$ cat config.mk
export PLATFORM = sky130hd
export DESIGN_NAME = pwm_scan_ctrl
export DESIGN_NICKNAME = d
export VERILOG_FILES = /design/src/rtl/pwm_pkg.sv /design/src/rtl/pwm_gcount.sv /design/src/rtl/pwm_scan_ctrl.sv
export SDC_FILE = /design/constraint.sdc
export NUM_CORES = 1
export LEC_CHECK = 0
export CORE_MARGIN = 2
export CORE_UTILIZATION = 45
export CTS_CLUSTER_SIZE = 12
export DETAILED_ROUTE_END_ITERATION = 6
export PLACE_DENSITY = 0.73
export SYNTH_ARGS = -nofsm -noshare
export SYNTH_HDL_FRONTEND = slang
export SYNTH_HIERARCHICAL = 1
export SYNTH_SLANG_ARGS = --single-unit
$ cat constraint.sdc
create_clock -name clk -period 23.9 [get_ports clk]
set_input_delay 3.585 -clock clk [delete_from_list [all_inputs] [get_ports clk]]
set_output_delay 3.585 -clock clk [all_outputs]
set_load 0.05 [all_outputs]
$ cat src/rtl/pwm_pkg.sv
// Shared types and default sizing for the PWM row-scan datapath.
//   scan_st_e : scan sequencer states
//   duty_t    : duty / count word at the default width
package pwm_pkg;

  localparam int unsigned DefDwidth   = 8;
  localparam int unsigned DefNch      = 16;
  localparam int unsigned DefNrow     = 8;
  localparam int unsigned DefBlankCyc = 4;

  typedef logic [DefDwidth-1:0] duty_t;

  typedef enum logic [2:0] {
    IDLE,
    FILL,
    LATCH,
    PWM,
    BLNK
  } scan_st_e;

endpackage

$ cat src/rtl/pwm_gcount.sv
// Global PWM counter shared by all channel PWM blocks.
//   clk     : clock
//   clr     : asynchronous active-high reset
//   en_i    : advance count by one
//   sclr_i  : synchronous clear (wins over en_i)
//   count_o : current count
//   wrap_o  : count is at its final value 2**DWIDTH-1
module pwm_gcount
  import pwm_pkg::*;
#(
  parameter int unsigned DWIDTH = DefDwidth
) (
  input  logic              clk,
  input  logic              clr,
  input  logic              en_i,
  input  logic              sclr_i,
  output logic [DWIDTH-1:0] count_o,
  output logic              wrap_o
);

  logic [DWIDTH-1:0] count_q, count_d;

  always_comb begin
    count_d = count_q;
    if (sclr_i) begin
      count_d = '0;
    end else if (en_i) begin
      count_d = count_q + 1'b1;
    end
  end

  always_ff @(posedge clk or posedge clr) begin
    if (clr) begin
      count_q <= '0;
    end else begin
      count_q <= count_d;
    end
  end

  assign count_o = count_q;
  assign wrap_o  = (count_q == {DWIDTH{1'b1}});

endmodule

$ cat src/rtl/pwm_scan_ctrl.sv
// Row-scan sequencer: buffers channel duties from a valid/ready stream into a
// shadow buffer, latches them onto the PWM data bus, runs the global count with
// an hsync pulse, then blanks and advances the row.
//   clk, clr     : clock, asynchronous active-high reset
//   start, cont  : begin a frame (IDLE only); repeat frames
//   wr_*         : duty word stream, channel order 0..NCH-1
//   data_q       : latched duties, channel i at [i*DWIDTH +: DWIDTH]
//   count, hsync : global PWM count and its count==0 start pulse
//   blank, row   : row driver blanking and active row
//   busy, frame_done, underrun : status (underrun is sticky per frame)
module pwm_scan_ctrl
  import pwm_pkg::*;
#(
  parameter int unsigned DWIDTH    = DefDwidth,
  parameter int unsigned NCH       = DefNch,
  parameter int unsigned NROW      = DefNrow,
  parameter int unsigned BLANK_CYC = DefBlankCyc
) (
  input  logic                                   clk,
  input  logic                                   clr,
  input  logic                                   start,
  input  logic                                   cont,
  input  logic                                   wr_valid,
  output logic                                   wr_ready,
  input  logic [DWIDTH-1:0]                      wr_data,
  output logic [NCH*DWIDTH-1:0]                  data_q,
  output logic [DWIDTH-1:0]                      count,
  output logic                                   hsync,
  output logic                                   blank,
  output logic [((NROW > 1) ? $clog2(NROW) : 1)-1:0] row,
  output logic                                   busy,
  output logic                                   frame_done,
  output logic                                   underrun
);

  localparam int unsigned PtrW = $clog2(NCH + 1);
  localparam int unsigned RowW = (NROW > 1) ? $clog2(NROW) : 1;
  localparam int unsigned BcW  = (BLANK_CYC > 1) ? $clog2(BLANK_CYC) : 1;

  localparam logic [PtrW-1:0] NchP    = PtrW'(NCH);
  localparam logic [RowW-1:0] RowLast = RowW'(NROW - 1);
  localparam logic [BcW-1:0]  BcLast  = BcW'(BLANK_CYC - 1);

  scan_st_e state_q, state_d;

  logic [DWIDTH-1:0]     shadow_q [NCH];
  logic [DWIDTH-1:0]     shadow_d [NCH];
  logic [PtrW-1:0]       wptr_q, wptr_d;
  logic [NCH*DWIDTH-1:0] lat_q, lat_d;
  logic [RowW-1:0]       row_q, row_d;
  logic [BcW-1:0]        bcnt_q, bcnt_d;
  logic                  hsync_q, hsync_d;
  logic                  blank_q, blank_d;
  logic                  busy_q, busy_d;
  logic                  fdone_q, fdone_d;
  logic                  under_q, under_d;
  logic                  wr_ready_q, wr_ready_d;
  logic                  wr_fire;
  logic                  cnt_wrap;

  // Count is held at 0 outside PWM so PWM blocks clearing on count==data keep
  // a zero-duty channel dark.
  pwm_gcount #(
    .DWIDTH (DWIDTH)
  ) u_gcount (
    .clk    (clk),
    .clr    (clr),
    .en_i   (state_q == PWM),
    .sclr_i (state_q != PWM),
    .count_o(count),
    .wrap_o (cnt_wrap)
  );

  assign wr_fire = wr_valid && wr_ready_q;

  always_comb begin
    state_d  = state_q;
    shadow_d = shadow_q;
    wptr_d   = wptr_q;
    lat_d    = lat_q;
    row_d    = row_q;
    bcnt_d   = bcnt_q;
    fdone_d  = 1'b0;
    under_d  = under_q;

    if (wr_fire) begin
      for (int i = 0; i < NCH; i++) begin
        if (wptr_q == PtrW'(i)) begin
          shadow_d[i] = wr_data;
        end
      end
      wptr_d = wptr_q + 1'b1;
    end

    case (state_q)
      IDLE: begin
        if (start) begin
          state_d = FILL;
          under_d = 1'b0;
          row_d   = '0;
        end
      end
      FILL: begin
        if (wptr_q == NchP) begin
          state_d = LATCH;
        end
      end
      LATCH: begin
        // wr_ready is low here, so no write competes with the pointer reset.
        for (int i = 0; i < NCH; i++) begin
          lat_d[i*DWIDTH +: DWIDTH] = shadow_q[i];
        end
        wptr_d  = '0;
        state_d = PWM;
      end
      PWM: begin
        if (cnt_wrap) begin
          state_d = BLNK;
          bcnt_d  = '0;
        end
      end
      BLNK: begin
        if (bcnt_q == BcLast) begin
          if (row_q == RowLast) begin
            fdone_d = 1'b1;
            row_d   = '0;
            state_d = cont ? FILL : IDLE;
          end else begin
            row_d   = row_q + 1'b1;
            state_d = FILL;
          end
          // A word landing on this very clock still counts toward the next row.
          if (wptr_d != NchP) begin
            under_d = 1'b1;
          end
        end else begin
          bcnt_d = bcnt_q + 1'b1;
        end
      end
      default: state_d = IDLE;
    endcase

    // Outputs are registered from the next-state view.
    blank_d    = (state_d != PWM);
    busy_d     = (state_d != IDLE);
    hsync_d    = (state_d == PWM) && (state_q != PWM);
    wr_ready_d = busy_d && (state_d != LATCH) && (wptr_d != NchP);
  end

  always_ff @(posedge clk or posedge clr) begin
    if (clr) begin
      state_q    <= IDLE;
      shadow_q   <= '{default: '0};
      wptr_q     <= '0;
      lat_q      <= '0;
      row_q      <= '0;
      bcnt_q     <= '0;
      hsync_q    <= 1'b0;
      blank_q    <= 1'b1;
      busy_q     <= 1'b0;
      fdone_q    <= 1'b0;
      under_q    <= 1'b0;
      wr_ready_q <= 1'b0;
    end else begin
      state_q    <= state_d;
      shadow_q   <= shadow_d;
      wptr_q     <= wptr_d;
      lat_q      <= lat_d;
      row_q      <= row_d;
      bcnt_q     <= bcnt_d;
      hsync_q    <= hsync_d;
      blank_q    <= blank_d;
      busy_q     <= busy_d;
      fdone_q    <= fdone_d;
      under_q    <= under_d;
      wr_ready_q <= wr_ready_d;
    end
  end

  assign data_q     = lat_q;
  assign row        = row_q;
  assign hsync      = hsync_q;
  assign blank      = blank_q;
  assign busy       = busy_q;
  assign frame_done = fdone_q;
  assign underrun   = under_q;
  assign wr_ready   = wr_ready_q;

endmodule

# ---- After elaboration in Yosys (flattened, before gate mapping)
# Cells that the tools add are included.
dict set report classes {
  n_mux 25
  add_sub_neg 4
  reduce_logical 29
  n_eq_ne 34
}
# cell count
set ops {}
lappend ops {{5-bit by 4-bit == test with 1-bit output (second input constant)} 8}
lappend ops {{2-bit AND reduction} 16}
lappend ops {{3-bit 2-to-1 mux} 7}
lappend ops {{5-bit by 3-bit == test with 1-bit output (second input constant)} 4}
lappend ops {{8-bit 2-to-1 mux} 2}
lappend ops {{3-bit case mux with 5 select lines} 1}
lappend ops {{5-bit by 2-bit == test with 1-bit output (second input constant)} 2}
lappend ops {{5-bit 2-to-1 mux} 2}
lappend ops {{2-bit inequality test (second input constant)} 5}
lappend ops {{5-bit inequality test (second input constant)} 2}
lappend ops {{3-bit by 2-bit == test with 1-bit output (second input constant)} 3}
lappend ops {{3-bit by 2-bit inequality test with 1-bit output (second input constant)} 3}
lappend ops {{8-bit by 1-bit adder with 8-bit output (second input constant)} 1}
lappend ops {{8-bit == test (second input constant)} 1}
lappend ops {{1-bit 2-to-1 mux} 8}
lappend ops {{3-bit == test (second input constant)} 2}
lappend ops {{3-bit case mux with 2 select lines} 1}
lappend ops {{3-bit AND reduction} 2}
lappend ops {{2-bit nonzero test} 3}
lappend ops {{5-bit by 1-bit adder with 5-bit output (second input constant)} 1}
lappend ops {{5-bit by 1-bit == test with 1-bit output (second input constant)} 1}
lappend ops {{5-bit == test (second input constant)} 1}
lappend ops {{5-bit logical NOT} 1}
lappend ops {{1-bit logical AND} 4}
lappend ops {{10 further kinds} 11}
dict set report totals {
  input_bits 13
  output_inout_bits 145
  elab_cells 120
  register_bits 283
}

# ---- Depth between registers and ports, before layout
dict set report depth {
  ltp_word 7
  mapped_depth 8
  depth_no_buf 8
}

# ---- Modules after synthesis
# The synthesis kept the hierarchy.
# module area_each_um2 seq_area_each_um2 n_inst cells_each
set modules_own_cells {}
lappend modules_own_cells {pwm_scan_ctrl 11076.9 6882.9 1 668}
lappend modules_own_cells {pwm_gcount 391.6 200.2 1 40}

# ---- Worst setup path before layout
# Ideal clock, no wire load.
dict set report synth_timing {
  path_kind {input to register}
  start {in wr_valid}
  end {reg shadow_q[10] in the netlist's numbering}
  stages 5
  required_ns 23.775
  path_buffers 1
  setup_ns 0.125
  path_slack_ns 19.216
  t_arrival_ns 4.560
  path_cell_list {nand2_1 -> nor3_1 -> and2_1 -> buf_2 -> mux2_2}
}
dict set report synth_between {
  elab_chain_len 2
}
# item line
set synth_lines {}
lappend synth_lines {{start: declaration} pwm_scan_ctrl.sv:23} ;# input logic wr_valid,
lappend synth_lines {{1-bit logical AND} pwm_scan_ctrl.sv:74} ;# assign wr_fire = wr_valid && wr_ready_q;
lappend synth_lines {{2-bit AND reduction (no source line)} --}
lappend synth_lines {{end signal: assignment} pwm_scan_ctrl.sv:166} ;# shadow_q <= shadow_d;
lappend synth_lines {{end: declaration} pwm_scan_ctrl.sv:46} ;# logic [DWIDTH-1:0] shadow_q [NCH];
# Every way passes these cells.
# A chain may end at the register's enable or synchronous reset.

# ---- Worst setup path in the final report
dict set report layout_timing {
  start {reg blank_q (netlist: blank)}
  end {out blank}
}
# item line
set layout_rtl {}
lappend layout_rtl {{start: declaration} pwm_scan_ctrl.sv:53} ;# logic blank_q, blank_d;
lappend layout_rtl {{start signal: assignment} pwm_scan_ctrl.sv:172} ;# blank_q <= blank_d;
lappend layout_rtl {{end: declaration} pwm_scan_ctrl.sv:29} ;# output logic blank,
# No word-level cell between the ends.

==> impl_metrics.toml <==
[outcome]
status = "complete, no violations"

[min_path]
hold_depth = 1
hold_end = "shadow_q[61]"
hold_path.class = "register to register"
hold_start = "shadow_q[61]"

[timing]
finalClockSkew_ns = 0.00601
hold_viol_final = 0
period_share_pct = 22.8
fin_ws_ns = 18.45
setup_viol_count_final = 0
drv_slew = 0
period_needed_ns = 5.45
rsz0062_at_grt = "no"
fin_tns_setup_ns = 0
fmax_mhz = 184
worst_slew_pin_slew_ns = 1.07
relSlewSlack_pct = 28.2

[floorplan]
start_util_pct = 45.7
dieHeight_um = 164
rows = 58
dieWidth_um = 164
core_um2 = 25100
die_area_um2 = 26800
io_pins = 158

[routing]
via_count = 6170
dr_wl_met2_um = 10500
wire_per_inst_um = 19.5
dr_wl_met3_um = 1500
final_antenna_net_count = 0
firstDrtPassIters = 4
drc_errors = 0
drt-total-wl_um = 23600
highest_layer = "met4"
viasPerCell = 5.08
drt-initial-drc-count = 264
m1WireLength_um = 11200

[critical_path]
r2r_setup_slack_ns = 21.37
timing.rr.start = "state_q[2]"
crit_family = "buffers and inverters"
critPathLaunchType = "register"
worstSetupPathType = "register to primary output"
crit_arrival_ns = 1.86
worstPathMaxFanout = 1
path_buf_inv = 1
worstReg2RegEnd = "data_q[102]"
crit_path_end_kind = "primary output"
max_stage_delay_ns = 0.81
reg2regPathDepth = 4
required_ns = 20.32
critical-path-slowest-cell = "clkdlybuf4s50_1"
path_cells = "clkdlybuf4s50_1"

[logic_synthesis]
synthCells = 708
syn-mean-instance-area_um2 = 16.2
ys_warn_count = 6
synth_enable_flop_cells = 0
synth_seq_area_share_pct = 61.8
ys_types = 45
synth.most_common_cell = "dfrtp_1"
syn_nets = 730
async_reset_ff_share_pct = 100
synth_top_area_share_pct = 61.5
synth_common_cells = "dfrtp_1 (282), mux2_2 (157), mux2_4 (98)"
synth_area_um2 = 11500
yosys-top-cells-area = "dfrtp_1 (62%), mux2_2 (15%), mux2_4 (13%)"
yosysTopAreaCell = "dfrtp_1"
synth_flop_cell = "dfrtp_1"
ys_ff_latch = 283

[finish]
syn_to_final_growth_pct = 23.5
drive_above_1_share_pct = 36.6
nets = 891
antenna_cells = 0

[cts]
cts_hold_buf = 0
post-cts-setup-buffers = 0
h-tree-depth = 1
cts_tree = "done"
cts_made_buffers = 29
clk_latency_ns = 0.54
clk_path_buf_depth = 3
root_buffer = "clkbuf_16"
cts_resized = 0
clk_pin_slew_ns = 0.06
clock_sinks = 283

[global_routing]
track_usage_pct = 18.1
antenna_found_initial = 1
grt_pass1_vias = 6551
grt_pass1_wl_um = 37600
overflow = 0
grt_max_degree = 129

[place]
gp_congestion = 0.763
detailed_place_hpwl_um = 14900
dp_slack_ns = 17.96
port_buffers = 157

[run]
cap_violations = 0

[power_and_ir_drop]
ir_drop_v = 0.0000906
power_density_nw_per_um2 = 146
cellLeakagePower_nw = 6.80
-- flip-flops by register name, summed over array words and instances (netlist names) --
name              flops
hsync                 1
shadow_q            128
wr_ready              1
busy                  1
blank                 1
state_q               3
bcnt_q                2
frame_done            1
u_gcount/count_o      8
row                   3
data_q              128
wptr_q                5
underrun              1
-- cells by family (layout without fill, tap and decap cells) --
logic type | count (synthesis) | count (layout) | share of synthesized area, %
and+or+nand+nor | 80 | 80 | 4.49
xor gates and xnor gates | 7 | 7 | 0.535
AOI/OAI and AO/OA | 27 | 27 | 1.46
adders and majority gates | 9 | 9 | 0.982
muxes | 257 | 257 | 28.4
buffers and inverters | 45 | 222 | 2.33
DFF | 283 | 283 | 61.8
-- worst max-delay path by stage --
stage | startpoint | endpoint | cells after the start | slack (ns)
floorplan | clr | bcnt_q[0] | 1 | 12.74
global placement | clr | data_q[58] | 3 | 17.99
detailed placement | clr | data_q[58] | 3 | 17.96
CTS | blank | blank | 1 | 18.43
global route | clr | shadow_q[66] | 3 | 18.24
finish | blank | blank | 1 | 18.45
-- area by class of cell --
type	count	area (µm²)
fillers	2060	10900
flip-flops and latches	283	7080
multi-input cells	380	4120
repair buffers	161	1600
clock buffers	44	862
well taps	330	413
inverters	14	60.1
clock inverters	3	18.8
-- routing by layer --
layer / GRT usage (%) / vias up
li1: - / 2805
met1: 26.2 / 3190
met2: 27.8 / 145
met3: 4.52 / 30
met4: 3.75 / 0
met5: 0 / -
-- power by group --
part | internal (mW) | switching [mW] | leakage, nW
Clock | 0.245 | 0.175 | 0.436
Combinational | 0.373 | 0.500 | 2.63
Sequential | 0.663 | 0.116 | 3.74
Total | 1.28 | 0.790 | 6.80
-- cells in the final DEF, fill, tap and decap left out, types with 2 or more instances in the layout --
| cell type | instances |
|---|---|
| a21oi_1 | 5 |
| nand2_1 | 14 |
| a31oi_1 | 2 |
| and2_1 | 4 |
| mux2_4 | 98 |
| ha_1 | 9 |
| nand2_4 | 3 |
| clkdlybuf4s50_1 | 157 |
| inv_2 | 2 |
| buf_4 | 4 |
| inv_1 | 11 |
| clkbuf_1 | 7 |
| a22o_1 | 4 |
| nor2_4 | 12 |
| or3_1 | 3 |
| clkbuf_16 | 29 |
| mux2_2 | 157 |
| o21ai_0 | 11 |
| clkbuf_8 | 8 |
| nand2_2 | 2 |
| nor3_1 | 3 |
| nand3b_1 | 2 |
| nand4_1 | 4 |
| nand3_1 | 8 |
| clkinv_2 | 2 |
| xor2_1 | 4 |
| nor2_1 | 16 |
| dfrtp_1 | 282 |
| xnor2_1 | 3 |
-- per-stage QoR --
step	total power, mW	std cells	utilization, %	hold WS [ns]	area (µm²)
floorplan	1.40	708	-	0.458	11500
global placement	1.65	1168	52.9	0.468	13300
detailed placement	1.67	1168	52.9	0.487	13300
CTS	2.10	1215	56.4	0.496	14200
global route	2.17	1215	56.4	0.508	14200
finish	2.07	1215	56.4	0.490	14200
Note: power is estimated with default switching activity, not from simulation.
